==> src/rtl/spinner_array.sv <==
// spinner_array: multi-channel wheel emulator turning buttons or analog stick X into wrapping angles
module spinner_array #(
   parameter int NUM_CH        = 4,
   parameter int ANGLE_W       = 6,
   parameter int ACCEL_TICKS   = 8,
   parameter int MAX_STEP_LOG2 = 2,
   parameter int ANALOG_SHIFT  = 4,
   parameter int DEADZONE      = 8
) (
   input  logic                      clk_sys,
   input  logic                      reset_n,
   input  logic                      tick,
   input  logic [NUM_CH-1:0]         btn_left,
   input  logic [NUM_CH-1:0]         btn_right,
   input  logic [NUM_CH-1:0]         analog_en,
   input  logic [NUM_CH*8-1:0]       analog_x,
   output logic [NUM_CH*ANGLE_W-1:0] angle,
   output logic                      update_stb
);
   localparam int CW = $clog2(ACCEL_TICKS + 1);
   localparam int LW = (MAX_STEP_LOG2 > 0) ? $clog2(MAX_STEP_LOG2 + 1) : 1;
   localparam int DW = (ANGLE_W > 8) ? ANGLE_W : 8;
   typedef enum logic {IDLE, HOLD} state_t;
   state_t             st     [NUM_CH];
   state_t             st_nx  [NUM_CH];
   logic               neg    [NUM_CH];
   logic               neg_nx [NUM_CH];
   logic [LW-1:0]      lvl    [NUM_CH];
   logic [LW-1:0]      lvl_nx [NUM_CH];
   logic [CW-1:0]      cnt    [NUM_CH];
   logic [CW-1:0]      cnt_nx [NUM_CH];
   logic [ANGLE_W-1:0] ang    [NUM_CH];
   logic [ANGLE_W-1:0] ang_nx [NUM_CH];
   logic [2:0]         sync;
   logic               tick_rise;
   logic signed [7:0]  x;
   logic [8:0]         ax;
   logic signed [DW-1:0] ash;
   logic [LW-1:0]      nl;
   logic [CW-1:0]      nc;
   logic [ANGLE_W-1:0] stp;

   assign tick_rise = sync[1] & ~sync[2];

   // two-flop tick synchronizer plus edge-history flop, and the update strobe
   always_ff @(posedge clk_sys or negedge reset_n) begin
      if (!reset_n) begin
         sync       <= '0;
         update_stb <= 1'b0;
      end else begin
         sync       <= {sync[1:0], tick};
         update_stb <= tick_rise;
      end
   end

   // per-channel FSM state, acceleration state and angle registers
   always_ff @(posedge clk_sys or negedge reset_n) begin
      if (!reset_n) begin
         for (int c = 0; c < NUM_CH; c++) begin
            st[c]  <= IDLE;
            neg[c] <= 1'b0;
            lvl[c] <= '0;
            cnt[c] <= '0;
            ang[c] <= '0;
         end
      end else begin
         for (int c = 0; c < NUM_CH; c++) begin
            st[c]  <= st_nx[c];
            neg[c] <= neg_nx[c];
            lvl[c] <= lvl_nx[c];
            cnt[c] <= cnt_nx[c];
            ang[c] <= ang_nx[c];
         end
      end
   end

   // next-state: analog delta, or digital step with hold acceleration, only on a tick edge
   always_comb begin
      x   = '0;
      ax  = '0;
      ash = '0;
      nl  = '0;
      nc  = '0;
      stp = '0;
      for (int c = 0; c < NUM_CH; c++) begin
         st_nx[c]  = st[c];
         neg_nx[c] = neg[c];
         lvl_nx[c] = lvl[c];
         cnt_nx[c] = cnt[c];
         ang_nx[c] = ang[c];
         x   = analog_x[8*c +: 8];
         ax  = x[7] ? 9'd0 - {x[7], x} : {x[7], x};
         ash = DW'(x) >>> ANALOG_SHIFT;
         if (ax < 9'(DEADZONE))
            ash = '0;
         if (tick_rise) begin
            if (analog_en[c]) begin
               st_nx[c]  = IDLE;
               lvl_nx[c] = '0;
               cnt_nx[c] = '0;
               ang_nx[c] = ANGLE_W'(DW'(ang[c]) + ash);
            end else if (btn_left[c] == btn_right[c]) begin
               st_nx[c]  = IDLE;
               lvl_nx[c] = '0;
               cnt_nx[c] = '0;
            end else if (st[c] == IDLE || neg[c] != btn_left[c]) begin
               st_nx[c]  = HOLD;
               neg_nx[c] = btn_left[c];
               lvl_nx[c] = '0;
               cnt_nx[c] = CW'(1);
               ang_nx[c] = btn_left[c] ? ang[c] - ANGLE_W'(1) : ang[c] + ANGLE_W'(1);
            end else begin
               nl = lvl[c];
               nc = (cnt[c] == CW'(ACCEL_TICKS)) ? cnt[c] : cnt[c] + CW'(1);
               if (cnt[c] == CW'(ACCEL_TICKS) && lvl[c] < LW'(MAX_STEP_LOG2)) begin
                  nl = lvl[c] + LW'(1);
                  nc = CW'(1);
               end
               stp       = ANGLE_W'(1) << nl;
               lvl_nx[c] = nl;
               cnt_nx[c] = nc;
               ang_nx[c] = btn_left[c] ? ang[c] - stp : ang[c] + stp;
            end
         end
      end
   end

   for (genvar g = 0; g < NUM_CH; g++) begin : g_out
      assign angle[ANGLE_W*g +: ANGLE_W] = ang[g];
   end
endmodule
==> config.mk <==
export PLATFORM = sky130hd
export DESIGN_NAME = spinner_array
export DESIGN_NICKNAME = d
export VERILOG_FILES = /design/src/rtl/spinner_array.sv
export SDC_FILE = /design/constraint.sdc
export NUM_CORES = 1
export LEC_CHECK = 0
export CORE_MARGIN = 2
export CORE_UTILIZATION = 59
export CTS_CLUSTER_DIAMETER = 80
export CTS_CLUSTER_SIZE = 30
export DETAILED_ROUTE_END_ITERATION = 8
export GPL_ROUTABILITY_DRIVEN = 0
export GPL_TIMING_DRIVEN = 0
export PLACE_DENSITY = 0.87
export SLEW_MARGIN = 20
export SYNTH_ARGS = -nofsm -noshare
export SYNTH_HDL_FRONTEND = slang
export SYNTH_SLANG_ARGS = --single-unit
==> constraint.sdc <==
create_clock -name clk_sys -period 8.3 [get_ports clk_sys]
set_clock_uncertainty 0.15 [all_clocks]
set_input_delay 1.66 -clock clk_sys [delete_from_list [all_inputs] [get_ports clk_sys]]
set_output_delay 1.66 -clock clk_sys [all_outputs]
set_load 0.05 [all_outputs]
Word-level counts from Yosys, hierarchy flattened
Cells that the tools add are included.
{ "word_totals": {"reg_bits": 60, "elab_cells": 220, "output_inout_bits": 25, "input_bits": 47} }
{ "op_classes": {"n_mux": 92, "n_shift": 4, "reduce_logical": 28, "eq_ne": 20, "n_addsub": 32, "bitwise_logic": 14, "order_cmp": 8} }
{ "op_table": {"columns": ["operator", "n"], "rows": [
  ["$mux 6", 24],
  ["$mux 4", 20],
  ["$mux 2", 32],
  ["$add 6x6->6", 8],
  ["$lt 9x4->1 const B", 4],
  ["$mux 9", 4],
  ["$sub 1x8->9 const A", 4],
  ["$add 6x1->6 const B", 4],
  ["$reduce_and 2->1", 12],
  ["$shl 1x2->6 const A", 4],
  ["$sub 6x1->6 const B", 4],
  ["$sub 6x6->6", 4],
  ["$ne 5x4->1 const B", 4],
  ["$add 4x1->4 const B", 4],
  ["$eq 4x4->1 const B", 4],
  ["$reduce_and 4->1", 4],
  ["$not 1->1", 13],
  ["$mux 1", 12],
  ["$reduce_bool 3->1", 4],
  ["$add 2x1->2 const B", 4],
  ["$lt 2x2->1 const B", 4],
  ["$ne 2x2->1 const B", 4],
  ["$eq 1x1->1", 4],
  ["$logic_and 1x1->1", 4],
  ["3 further kinds", 9]
]} }

Logic depth before layout (Yosys ltp)
{ "logic_depth": {"ltp_word": 13, "ltp_mapped": 17, "ltp_nobuf": 16} }

Least setup slack after synthesis
Ideal clock, no wire load.
{ "synth_timing": {"kind": "input -> register", "start": "input btn_left[2]", "end": "register ang (netlist bit angle[17])", "stages": 15, "required_ps": 8007, "path_slack_ps": 4126, "path_buffers": 1, "arrival_ps": 3881, "path_cell_list": "buf_2 xnor2_1 nand2_1 o21ai_0 o21ai_0 ha_1 inv_1 o21ai_0 ha_1 a211oi_1 o21bai_1 a21oi_1 xnor2_1 nor2_1 xor2_1"} }
{ "synth_via": {"elab_chain_cells": 5, "word_cells_on_any_way": 10, "classes_between": "eq/ne (3); mux (5); reduce/logical (2)"} }
{ "synth_rtl": {"columns": ["item", "line", "source"], "rows": [
  ["start: declaration", "13", "input logic [NUM_CH-1:0] btn_left,"],
  ["$ne 1x1->1", "106", "end else if (st[c] == IDLE || neg[c] != btn_left[c]) begin"],
  ["$logic_or 1x1->1", "106", null],
  ["$mux 6", "106", null],
  ["$mux 6", "102", "end else if (btn_left[c] == btn_right[c]) begin"],
  ["$mux 6", "97", "if (analog_en[c]) begin"],
  ["end signal: indexed assignment", "72", "ang[c] <= ang_nx[c];"],
  ["end: declaration", "32", "logic [ANGLE_W-1:0] ang [NUM_CH];"]
]} }
Several ways; a longest one is shown, not always the timed one. The select of a mux whose other input is x is not followed.
A chain may end at the register's enable or synchronous reset.

Final worst setup path
{ "layout_timing": {"start": "input btn_left[0]", "end": "register ang (netlist bit angle[5])"} }
The elaborated chain is that of the path after synthesis.

==> impl_metrics.csv <==
group,metric,value,unit
clock_network,cts.repair.resized,0,
worst_hold_path,min-delay-path-class,"reg2reg",
die,dieArea,8140,µm²
yosys,yosys.area_share.simple,16.9,%
die,fp.dieH,90.2,µm
place,place_inst,681,
run_status,outcome,"finished clean",
clock_network,clkLatencyLatePin,0.33,ns
timing,max_freq,216,MHz
die,die_w,90.2,µm
final_layout,fin_util,75.9,%
place,io_buffers,69,
power_and_ir_drop,ir_drop,229,µV
drt,drtIter0Drc,326,
flow_run,maxCapViolCount,0,
yosys,synth_most_common_cell,"nand2_1",
timing,timing.final.crit_share,55.8,%
die,rows,31,
power_and_ir_drop,p_leak,2.49,nW
drt,routed_wl,9840,µm
timing,timing.final.max_slew_violations,0,
die,start_util,60.8,%
drt,drc,0,
yosys,synth_top_area_share,34.2,%
clock_network,cts-buffers-inserted,9,
clock_network,cts_buffer_depth,2,
yosys,synth.distinct_cells,57,
final_layout,n_antenna_cell,0,
timing,tightest_slew,0.601,ns
critical_path,critical_path_class,"in2reg",
yosys,synthArstFlopShare,100,%
critical_path,cp_max_fo,6,
final_layout,finalNetCount,680,
final_layout,stdcell_area,5480,µm²
critical_path,crit_path_start,"btn_left[0]",
grt,grt_usage,25.0,%
critical_path,arrival,4.70,ns
yosys,netlist_instances,512,
timing,setup_viol,0,
final_layout,layout-area-overhead-vs-synth,24.8,%
timing,timing.final.ws_setup,3.66,ns
clock_network,tritoncts,"yes",
timing,grt_setup_unrepaired,"false",
yosys,synth_top_area_cell,"dfrtp_1",
place,hpwlAfterDp,7200,µm
final_layout,drive_above_1_share,6.19,%
yosys,ys_top_cells_by_area,"dfrtp_1, ha_1, nand2_1, xor2_1, a21oi_1",
clock_network,cts_hold_buf,0,
yosys,synthAdderAreaFrac,12.1,%
place,place_area,5230,µm²
worst_hold_path,min_from,"sync[0]$_DFF_PN0_",
yosys,synth-edff-count,0,
yosys,synth.net_count,599,
yosys,avgSynthCellArea,8.57,µm²
clock_network,cts-root-buf,"clkbuf_8",
timing,relSlewSlack,59.3,%
drt,wl_per_cell,14.1,µm
clock_network,cts.htree.levels,3,
power_and_ir_drop,pwr_density_cell,265,nW/µm²
grt,grt_pass1_wl,17000,µm
drt,vias_per_cell,5.61,
yosys,synth_compound_area_share,21.5,%
drt,drt_pass1_iterations,5,
timing,tns,0,ns
yosys,synth_common_cells,"nand2_1, dfrtp_1, inv_1, a21oi_1, ha_1",
die,ios,72,
timing,holdWs,0.202,ns
power_and_ir_drop,p_total,1.45,mW
yosys,synthFlopType,"dfrtp_1",
yosys,synth.yosys.seq_area_share,34.2,%
place,place_ws,3.38,ns
critical_path,startpoint_type,"input pin",
yosys,synth_warnings,0,
grt,grt-ovfl-total,0,
grt,grt_pass1_vias,3878,
yosys,synth_top_family_by_area,"compound AO/OA/AOI/OAI gates",
critical_path,critPathRequiredTime,8.37,ns
grt,antenna_found_initial,0,
critical_path,cp-end-kind,"flop",
drt,vias,3910,
final_layout,filler_cell_count,535,
grt,grt_max_degree,49,
yosys,synthXorXnorAreaFrac,7.39,%
timing,min_period,4.64,ns
drt,drtAntennaViolNets,0,
clock_network,post_cts_buffers,0,
timing,final-hold-violation-count,0,
yosys,muxShareOfSynthArea,2.51,%
die,core,7210,µm²
yosys,synth_seq_cells,60,
clock_network,cts.sinks,60,
yosys,syn-cell-area,4390,µm²
final_layout,final_cell_count_no_fill,697,
clock_network,clk_pin_slew,0.07,ns
critical_path,r2r_start,"cnt[0]$_DFFE_PN0P_",
area by class of cell:
class | count | area (µm²) | share of cell area [%]
clock inverter | 4 | 95.1 | 1.74
clock buffer | 12 | 155 | 2.83
sequential | 60 | 1500 | 27.4
multi-input combinational | 393 | 2650 | 48.4
tap | 99 | 124 | 2.26
buffer | 17 | 80.1 | 1.46
inverter | 42 | 158 | 2.88
timing repair buffer | 70 | 716 | 13.1
cells in the final DEF, fill, tap and decap left out, drive strengths merged, types with 17 or more instances in the layout:
cell type and count:
o21ai 60, nand2 64, nand3 17, dfrtp 60, ha 36, nor2 27
xor2 25, inv 42, a21oi 36, clkbuf 20, clkdlybuf4s50 68
registers in the layout, indices dropped and copies added (netlist names):
register	flops
neg	4
cnt	16
angle	24
update_stb	1
lvl	8
st	4
sync	3
logic make-up (layout without fill, tap and decap cells):
family                     count (synthesis)  count (layout)
and+or+nand+nor                          153             153
adders and majority gates                 40              40
AOI/OAI and AO/OA                        153             153
buffers and inverters                     59             145
DFF                                       60              60
muxes                                     10              10
xor gates and xnor gates                  37              37
power by group:
group          switching [mW]  leakage (nW)  internal (mW)
logic                   0.425          1.60          0.276
clock network           0.116         0.127          0.216
registers              0.0594         0.770          0.361
worst max-delay path, stage by stage:
cell and delay (ns):
clkdlybuf4s50_1 0.65, xnor2_1 0.13, and2_1 0.18, buf_6 0.13
o21ai_1 0.10, nand2_1 0.08, ha_1 0.29, a22o_1 0.25
ha_1 0.29, a211oi_1 0.25, o21bai_1 0.10, a21oi_1 0.17
xor2_1 0.17, nor2_1 0.08, xor2_1 0.16
path summary, 6_finish.rpt:
check | slack (ns) | to | cells after the start
max | 3.66 | angle[5]$_DFFE_PN0P_ | 15
min | 0.20 | sync[1]$_DFF_PN0_ | 0
max reg2reg | 4.66 | angle[23]$_DFFE_PN0P_ | 17
min reg2reg | 0.20 | sync[1]$_DFF_PN0_ | 0
max in group asynchronous | 6.48 | angle[10]$_DFFE_PN0P_ | 2
min in group asynchronous | 1.03 | angle[13]$_DFFE_PN0P_ | 1
routing by layer:
| layer | vias up | global-route usage [%] | share of wire (%) | wire [µm] |
|---|---|---|---|---|
| li1 | 1956 | - | - | - |
| met1 | 1843 | 31.2 | 45 | 4440 |
| met2 | 98 | 42.9 | 49 | 4800 |
| met3 | 13 | 5.53 | 4.7 | 459 |
| met4 | 0 | 8.72 | 1.4 | 135 |
| met5 | - | 0 | 0 | 0 |
Power figures use the tool's default switching activity.
==> edit (same settings) <==
`ACCEL_TICKS`: 8 -> 16.
--- a/src/rtl/spinner_array.sv
+++ b/src/rtl/spinner_array.sv
@@ -2,7 +2,7 @@
 module spinner_array #(
    parameter int NUM_CH        = 4,
    parameter int ANGLE_W       = 6,
-   parameter int ACCEL_TICKS   = 8,
+   parameter int ACCEL_TICKS   = 16,
    parameter int MAX_STEP_LOG2 = 2,
    parameter int ANALOG_SHIFT  = 4,
    parameter int DEADZONE      = 8
Behaviour: no difference found for any inputs over 4 cycles, from zero or initial values and one cycle with reset_n low; that may be too few to reach the edited logic, so the function may still have changed.
==> edit against the original RTL <==
Setup slack got worse by 0.13 ns; total power is 1.7% lower; largest cell class unchanged; synthesized area increased by 0.57%; count of clock-buffer cells in the layout shrank 1; cell area down 0.48%; sequential power rose by 5.5%; wire length down 3.3%; global-route usage fell by 0.56 points; critical path type unchanged; non-clock buffer count down 10; sequential cell count grew 4.
==> edit: results (changes against the original RTL) <==
clock group power=0.281 mW (-15%); reg2reg start=cnt[10]$_DFFE_PN0P_; Peak VDD IR=0.2352 mV (+2.8%); Worst-Margin Slew=0.5121 ns (-0.08893 ns); crit path DAT=4.86 ns (+0.16 ns); critical path endpoint=angle[11]$_DFFE_PN0P_; Net Count, Synth=554 (-7.5%); ranking of synthesized cells by area=dfrtp_1 36%, ha_1 9.1%, o21ai_0 5.4%; Post-CTS Resized=0 (unchanged); dpl ws=3.268 ns (-0.1164 ns); Comb group=0.706 mW (+0.7%); Wirelength per Cell=14.51 µm (+2.7%); part of the cycle the worst path needs=0.5746 (+0.01611); Synth top cells by count=64 x dfrtp_1, 49 x nand2_1, 48 x o21ai_0, 32 x a21oi_1, 32 x ha_1; Filler Cells Inserted=526 (-1.7%); crit-path max FO=7 (+1); status=finished clean; met1 global-route usage=0.3121 (+0.0004458); Critical path origin=btn_left[1]; Pleak=2.420 nW (-2.9%); met2 global-route usage=0.4179 (-0.01129); Mean Syn Cell Area=9.369 µm² (+9.3%); Metal-1 WL=4.245 mm (-4.5%); Crit path max-delay family=compound AO/OA/AOI/OAI gates; total number of vias=3801 (-2.8%); Seq/Total Area, Yosys=0.3629 (+0.02074); largest net degree at the start of global routing=37 (-24%); met2 WL=4.744 mm (-1.2%); Final #Nets=635 (-6.6%); postcts setup bufs=0 (unchanged); first-pass GRT wire length=16.62 mm (-2.2%); total wire length=9.516 mm (-3.3%); CP peak stage delay=0.57 ns (-0.08 ns); drt initial violations=160 (-51%); overall global routing resource usage=0.2445 (-0.005558); R2R Setup Slk=4.80 ns (+0.14 ns); layout cell share with drive strength beyond 1=0.1203 (+0.05841); DP Area=5245 µm² (+0.34%); Tot Pwr=1.429 mW (-1.7%); clock latency on the worst-skew pair=0.35 ns (+0.02 ns); Cell variety after synth=64 (+12%); DP Wirelength=7.126 mm (-0.99%); NetSw=0.6138 mW (+2.1%); WL met3=398 µm (-13%); GR Util met3=0.04925 (-0.006074); Min Hold Slack=0.2022 ns (+0.0005150 ns); Max Used Layer=met4; cells on worst reg2reg path=16 (-1)
-- edit: cell count changes after synthesis, sizes merged, moves of 3 or more --
cell    delta
nand2     -15
inv       -12
xnor2      -6
buf        -5
clkbuf     -5
and4bb     +4
dfrtp      +4
ha         -4
nand3b     -4
nand4      +4
and3b      -3
nor3b      -3
o31a       +3
-- edit: cell families (layout without fill, tap and decap cells) --
group	count (synthesis)	in the layout	synth area share
mux	11	11	0.02835
fa+ha+maj	36	36	0.1089
buf+inv	37	123	0.03487
flops	64	64	0.3629
xor+xnor	32	32	0.06351
compound gates	156	156	0.2407
simple gates	135	135	0.1608
-- edit: cell type report --
cell class,instances,area [µm²],area share
Timing Repair Buffer,70,708.2,0.1299
Inverter,30,112.6,0.02066
Clock buffer,11,151.4,0.02777
Sequential cell,64,1602,0.2938
Tap cell,99,123.9,0.02272
Clock inverter,5,55.05,0.01010
Buffer,7,41.29,0.007574
Multi-Input combinational cell,370,2658,0.4875
